==> src/rtl/bus_burst_reader_pkg.sv <==
// Shared types and helpers for the burst read master: FSM state encoding,
// default word width and the index/beat-count arithmetic.
package bus_burst_reader_pkg;

  localparam int DEFAULT_DATA_WIDTH = 8;

  typedef enum logic [1:0] {
    ST_IDLE  = 2'd0,
    ST_DRIVE = 2'd1,
    ST_DONE  = 2'd2
  } state_e;

  // Next register index, wrapping from modulus-1 back to 0.
  function automatic int wrap_inc(input int idx, input int modulus);
    return (idx + 1 >= modulus) ? 0 : idx + 1;
  endfunction

  // Requested beats above the register count collapse to one full pass.
  function automatic int clamp_beats(input int req, input int max_beats);
    return (req > max_beats) ? max_beats : req;
  endfunction

endpackage

==> src/rtl/bus_burst_reader_if.sv <==
// Bus side of the burst reader: registered word, its source index and the
// valid/ready beat handshake.
interface bus_burst_reader_if
  import bus_burst_reader_pkg::*;
#(
  parameter int DATA_WIDTH = DEFAULT_DATA_WIDTH,
  parameter int SEL_WIDTH  = 3
);

  logic [DATA_WIDTH-1:0] bus_out;
  logic                  bus_valid;
  logic [SEL_WIDTH-1:0]  bus_sel;
  logic                  bus_ready;

  modport master (
    output bus_out,
    output bus_valid,
    output bus_sel,
    input  bus_ready
  );

  modport slave (
    input  bus_out,
    input  bus_valid,
    input  bus_sel,
    output bus_ready
  );

endinterface

==> src/rtl/bus_burst_reader_word_mux.sv <==
// Combinational NUM_REGS:1 word selector over the flattened register bank.
module bus_word_mux #(
  parameter int NUM_REGS   = 8,
  parameter int DATA_WIDTH = 8,
  parameter int SEL_WIDTH  = $clog2(NUM_REGS)
) (
  input  logic [NUM_REGS*DATA_WIDTH-1:0] reg_data,
  input  logic [SEL_WIDTH-1:0]           sel,
  output logic [DATA_WIDTH-1:0]          word
);

  logic [DATA_WIDTH-1:0] words [NUM_REGS];

  for (genvar gi = 0; gi < NUM_REGS; gi++) begin : g_unpack
    assign words[gi] = reg_data[gi*DATA_WIDTH +: DATA_WIDTH];
  end

  assign word = words[sel];

endmodule

==> src/rtl/bus_burst_reader.sv <==
// Burst read master: walks consecutive registers from a base index, presenting
// one snapshot word per accepted beat, and pulses done after the last beat.
module bus_burst_reader
  import bus_burst_reader_pkg::*;
#(
  parameter int NUM_REGS   = 8,
  parameter int DATA_WIDTH = DEFAULT_DATA_WIDTH,
  parameter int SEL_WIDTH  = $clog2(NUM_REGS)
) (
  input  logic                           clk,
  input  logic                           reset,
  input  logic [NUM_REGS*DATA_WIDTH-1:0] reg_data,
  input  logic                           start,
  input  logic [SEL_WIDTH-1:0]           base_sel,
  input  logic [SEL_WIDTH:0]             count,
  input  logic                           abort,
  bus_burst_reader_if.master             bus,
  output logic                           busy,
  output logic                           done
);

  localparam logic [1:0] IDLE  = ST_IDLE;
  localparam logic [1:0] DRIVE = ST_DRIVE;
  localparam logic [1:0] DONE  = ST_DONE;

  logic [1:0]            state;
  logic [SEL_WIDTH-1:0]  sel_reg;
  logic [SEL_WIDTH:0]    remaining_reg;
  logic [DATA_WIDTH-1:0] out_reg;
  logic                  valid_reg;
  logic                  busy_reg;
  logic                  done_reg;

  logic [SEL_WIDTH-1:0]  next_idx;
  logic [SEL_WIDTH-1:0]  mux_sel;
  logic [DATA_WIDTH-1:0] mux_word;
  logic [SEL_WIDTH:0]    beats_req;
  logic                  accept;

  assign next_idx  = SEL_WIDTH'(wrap_inc(32'(sel_reg), NUM_REGS));
  assign beats_req = (SEL_WIDTH+1)'(clamp_beats(32'(count), NUM_REGS));
  assign accept    = valid_reg && bus.bus_ready;

  // In IDLE the mux looks at the requested base; while driving it looks one
  // index ahead so the next word is ready to load on acceptance.
  assign mux_sel = (state == IDLE) ? base_sel : next_idx;

  bus_word_mux #(
    .NUM_REGS  (NUM_REGS),
    .DATA_WIDTH(DATA_WIDTH),
    .SEL_WIDTH (SEL_WIDTH)
  ) u_word_mux (
    .reg_data(reg_data),
    .sel     (mux_sel),
    .word    (mux_word)
  );

  always_ff @(posedge clk or posedge reset) begin
    if (reset) begin
      state         <= IDLE;
      sel_reg       <= '0;
      remaining_reg <= '0;
      out_reg       <= '0;
      valid_reg     <= 1'b0;
      busy_reg      <= 1'b0;
      done_reg      <= 1'b0;
    end else begin
      case (state)
        IDLE: begin
          done_reg <= 1'b0;
          if (start) begin
            if (beats_req != '0) begin
              sel_reg       <= base_sel;
              remaining_reg <= beats_req;
              out_reg       <= mux_word;
              valid_reg     <= 1'b1;
              busy_reg      <= 1'b1;
              state         <= DRIVE;
            end else begin
              done_reg <= 1'b1;
              state    <= DONE;
            end
          end
        end

        DRIVE: begin
          // Abort wins over a simultaneous acceptance and suppresses done.
          if (abort) begin
            valid_reg <= 1'b0;
            busy_reg  <= 1'b0;
            state     <= IDLE;
          end else if (accept) begin
            if (remaining_reg > (SEL_WIDTH+1)'(1)) begin
              sel_reg       <= next_idx;
              remaining_reg <= remaining_reg - (SEL_WIDTH+1)'(1);
              out_reg       <= mux_word;
            end else begin
              remaining_reg <= '0;
              valid_reg     <= 1'b0;
              busy_reg      <= 1'b0;
              done_reg      <= 1'b1;
              state         <= DONE;
            end
          end
        end

        DONE: begin
          done_reg <= 1'b0;
          state    <= IDLE;
        end

        default: begin
          valid_reg <= 1'b0;
          busy_reg  <= 1'b0;
          done_reg  <= 1'b0;
          state     <= IDLE;
        end
      endcase
    end
  end

  assign bus.bus_out   = out_reg;
  assign bus.bus_valid = valid_reg;
  assign bus.bus_sel   = sel_reg;
  assign busy          = busy_reg;
  assign done          = done_reg;

endmodule

==> src/flat_wrapper.sv <==
// flat-port wrapper written by rule: the top's interface ports become plain ports
module bus_burst_reader_flat import bus_burst_reader_pkg::*;
#(
  parameter int NUM_REGS   = 8,
  parameter int DATA_WIDTH = DEFAULT_DATA_WIDTH,
  parameter int SEL_WIDTH  = $clog2(NUM_REGS)
)
  (clk, reset, reg_data, start, base_sel, count, abort, busy, done, bus_bus_out, bus_bus_valid, bus_bus_sel, bus_bus_ready);
  bus_burst_reader_if #(.DATA_WIDTH(DATA_WIDTH), .SEL_WIDTH(SEL_WIDTH)) bus_i ();
  input  logic clk;
  input  logic reset;
  input  logic [NUM_REGS*DATA_WIDTH-1:0] reg_data;
  input  logic start;
  input  logic [SEL_WIDTH-1:0] base_sel;
  input  logic [SEL_WIDTH:0] count;
  input  logic abort;
  output logic busy;
  output logic done;
  output wire logic [$bits(bus_i.bus_out)-1:0] bus_bus_out;
  output wire logic [$bits(bus_i.bus_valid)-1:0] bus_bus_valid;
  output wire logic [$bits(bus_i.bus_sel)-1:0] bus_bus_sel;
  input wire logic [$bits(bus_i.bus_ready)-1:0] bus_bus_ready;
  assign bus_bus_out = bus_i.bus_out;
  assign bus_bus_valid = bus_i.bus_valid;
  assign bus_bus_sel = bus_i.bus_sel;
  assign bus_i.bus_ready = bus_bus_ready;
  bus_burst_reader #(.NUM_REGS(NUM_REGS), .DATA_WIDTH(DATA_WIDTH), .SEL_WIDTH(SEL_WIDTH)) u_core (.clk(clk), .reset(reset), .reg_data(reg_data), .start(start), .base_sel(base_sel), .count(count), .abort(abort), .bus(bus_i), .busy(busy), .done(done));
endmodule
==> config.mk <==
export PLATFORM = sky130hd
export DESIGN_NAME = bus_burst_reader_flat
export DESIGN_NICKNAME = d
export VERILOG_FILES = /design/src/rtl/bus_burst_reader_pkg.sv /design/src/rtl/bus_burst_reader_if.sv /design/src/rtl/bus_burst_reader_word_mux.sv /design/src/rtl/bus_burst_reader.sv /design/src/flat_wrapper.sv
export SDC_FILE = /design/constraint.sdc
export NUM_CORES = 1
export LEC_CHECK = 0
export BUFFER_PORTS_ARGS = -buffer_cell sky130_fd_sc_hd__buf_2
export CORE_ASPECT_RATIO = 1.25
export CORE_MARGIN = 8
export CORE_UTILIZATION = 40
export CTS_CLUSTER_SIZE = 25
export DETAILED_ROUTE_END_ITERATION = 8
export PLACE_DENSITY = 0.79
export RECOVER_POWER = 25
export SKIP_CTS_REPAIR_TIMING = 1
export SYNTH_ARGS = -nofsm -noshare
export SYNTH_HDL_FRONTEND = slang
export SYNTH_HIERARCHICAL = 1
export SYNTH_SLANG_ARGS = --single-unit
==> constraint.sdc <==
create_clock -name clk -period 7.05 [get_ports clk]
set_clock_uncertainty 0.1 [all_clocks]
set_input_delay 0 -clock clk [delete_from_list [all_inputs] [get_ports clk]]
set_output_delay 0 -clock clk [all_outputs]
set_load 0.05 [all_outputs]
==> results.yml <==
timing:
  rsz0062_at_grt: "false"
  max_slew_margin: 0.2320
  hold_viol_final: 3
  final.setup.tns_ns: 0
  timing.hold.ws_ns: -0.01697
  fmax_mhz: 341.6
  tightest_slew_ns: 1.140
  setup_viol: 0
  finalCritPeriodShare: 0.4152
  period_needed_ns: 2.927
  fin_ws_ns: 4.123
  final_max_slew_viol_count: 0
cts:
  cts_root_buf: "clkbuf_8"
  htree_levels: 1
  cts_buffers: 3
  cts_max_path_buffers: 2
  cts_tree: "built"
  cts.sinks: 19
  clkLatencyLatePin_ns: 0.26
  clk_pin_slew_ns: 0.07
synth:
  avgSynthCellArea_um2: 12.94
  synth_top_family_by_area: "multiplexers"
  synth_cell_types: 40
  yosys_register_bits: 19
  yosysTopAreaCell: "dfrtp_1"
  synth-xor-area-share: 0
  ys_seq_area_frac: 0.2894
  synthesis.nets: 206
  post_synth_fa_ha_maj_area_fraction: 0.02285
  yosys-top-cells-area: "dfrtp_1 (29%), mux4_1 (24%), mux2_4 (8.2%)"
  synth-compound-area-share: 0.1333
  synth_warnings: 6
  synth-simple-area-share: 0.1013
  synth_top_area_frac: 0.2894
  syn_area_um2: 1643
  synthCells: 127
  synth.mux.area_fraction: 0.4037
power:
  cellLeakagePower_nw: 1.029
  report.power.total_mw: 0.9809
  powerDensity_nw_per_um2: 453.4
  peakVddDrop_v: 0.0001730
floorplanning:
  die_y_um: 87.65
  ios: 90
  num_rows: 26
  dieArea_um2: 6427
  die_w_um: 73.32
  core-area_um2: 4034
  start_util: 0.4073
grt:
  antenna_found_initial: 0
  grt_usage: 0.1345
  first_global_vias: 1571
  overflow: 0
  grt_first_pass_wirelength_mm: 6.941
  grt_max_degree: 20
detailed_routing:
  met1Wirelength_mm: 1.605
  drt_pass1_iterations: 4
  wl_mm: 4.259
  drtIter0Drc: 75
  top_layer: "met4"
  vias: 1439
  met3_length_um: 608
  ant_nets: 0
  wl_met2_mm: 2.038
  vias_per_cell: 5.271
  drcViolationCount: 0
  wl_per_cell_um: 15.60
flow_run:
  maxCapViolCount: 0
cells_and_area:
  final_core_util: 0.5363
  final_nets: 297
  fin_area_um2: 2163
  largest_reg_flops: 8
  mostFrequentLayoutCells: "buf_2 (76), dfrtp_1 (19), mux4_1 (15)"
  fillers: 386
  final_common_cell: "buf_2"
  layout-drive-gt1-share: 0.4977
  fin_cells: 273
  area.growth.synth_to_final_pct: 31.68
  antenna_cells: 0
min_path:
  hold_class: "primary input to flop"
outcome:
  status: "complete, but fails checks"
  violations: "hold timing"
worst_setup_path:
  path_max_fanout: 16
  cp.required_ns: 7.09
  worstPathArrival_ns: 2.97
  endpoint_kind: "flop"
  critical_path_class: "flop to flop"
  start_kind: "flop"
placement:
  place_area_um2: 2103
  hpwl_mm: 3.765
  placed_cells_incl_taps: 266
  portBuffers: 89
  dp_slack_ns: 4.113
  gp_congestion: 0.8402
[cell families (layout without fill, tap and decap cells)]
group / count (synthesis) / count (layout)
and+or+nand+nor: 29 / 29
DFF: 19 / 19
muxes: 35 / 35
buffers and inverters: 12 / 102
AOI/OAI and AO/OA: 29 / 29
adders and majority gates: 3 / 3
[critical path: stages (launching register included)]
cell and delay, ns:
dfrtp_1 0.44, ha_1 0.23, a21oi_1 0.17, a21oi_1 0.09, o21ai_1 0.82, mux4_1 0.41, mux2_2 0.28, mux2_4 0.26
[power by group]
group	total (mW)	internal, mW	switching (mW)	leakage (nW)
clock network	0.0740	0.0393	0.0347	0.0255
logic	0.695	0.321	0.374	0.774
registers	0.212	0.165	0.0473	0.229
total	0.981	0.525	0.456	1.03
[cell usage after synthesis, drive strengths merged]
master / count
o21ai: 10
a41o: 1
o2bb2a: 1
nor3b: 2
or2: 1
dfrtp: 19
a221oi: 1
a32oi: 2
nand2: 9
mux2i: 1
or4: 1
o32a: 1
o2bb2ai: 1
nor2b: 3
o21bai: 1
nor4: 1
a21o: 1
mux4: 16
a2111oi: 1
nand3: 1
inv: 5
nor3: 2
buf: 6
a21oi: 7
a21boi: 1
mux2: 18
ha: 3
nand2b: 1
nor2: 7
clkbuf: 1
a22o: 1
and2: 1
[layout make-up]
cell class	instances	area [um^2]	share of cell area
inverters	5	18.77	0.008676
clock inverters	1	5.005	0.002313
flip-flops and latches	19	475.5	0.2198
well taps	56	70.07	0.03239
clock buffers	3	41.29	0.01909
repair buffers	93	466.7	0.2157
multi-input cells	96	1086	0.5020
[worst paths after layout]
| path | startpoint | end | slack (ns) | cells after the start |
|---|---|---|---|---|
| setup / recovery | u_core/bus.bus_sel[0] | u_core/bus.bus_out[4] | 4.12 | 7 |
| hold / removal | count[0] | u_core/remaining_reg[0] | -0.02 | 3 |
| setup reg to reg | u_core/bus.bus_sel[0] | u_core/bus.bus_out[4] | 4.12 | 7 |
| hold reg to reg | u_core/done | u_core/done | 0.40 | 1 |
| max in group asynchronous | reset | u_core/state[1] | 6.10 | 3 |
| min in group asynchronous | reset | u_core/bus.bus_sel[0] | 0.30 | 3 |
[metal layers]
| metal | GRT usage | vias up |
|---|---|---|
| li1 | - | 690 |
| met1 | 0.1381 | 661 |
| met2 | 0.2315 | 86 |
| met3 | 0.07789 | 2 |
| met4 | 0.02732 | 0 |
| met5 | 0 | - |
No activity file was read; power rests on OpenSTA's default activity.
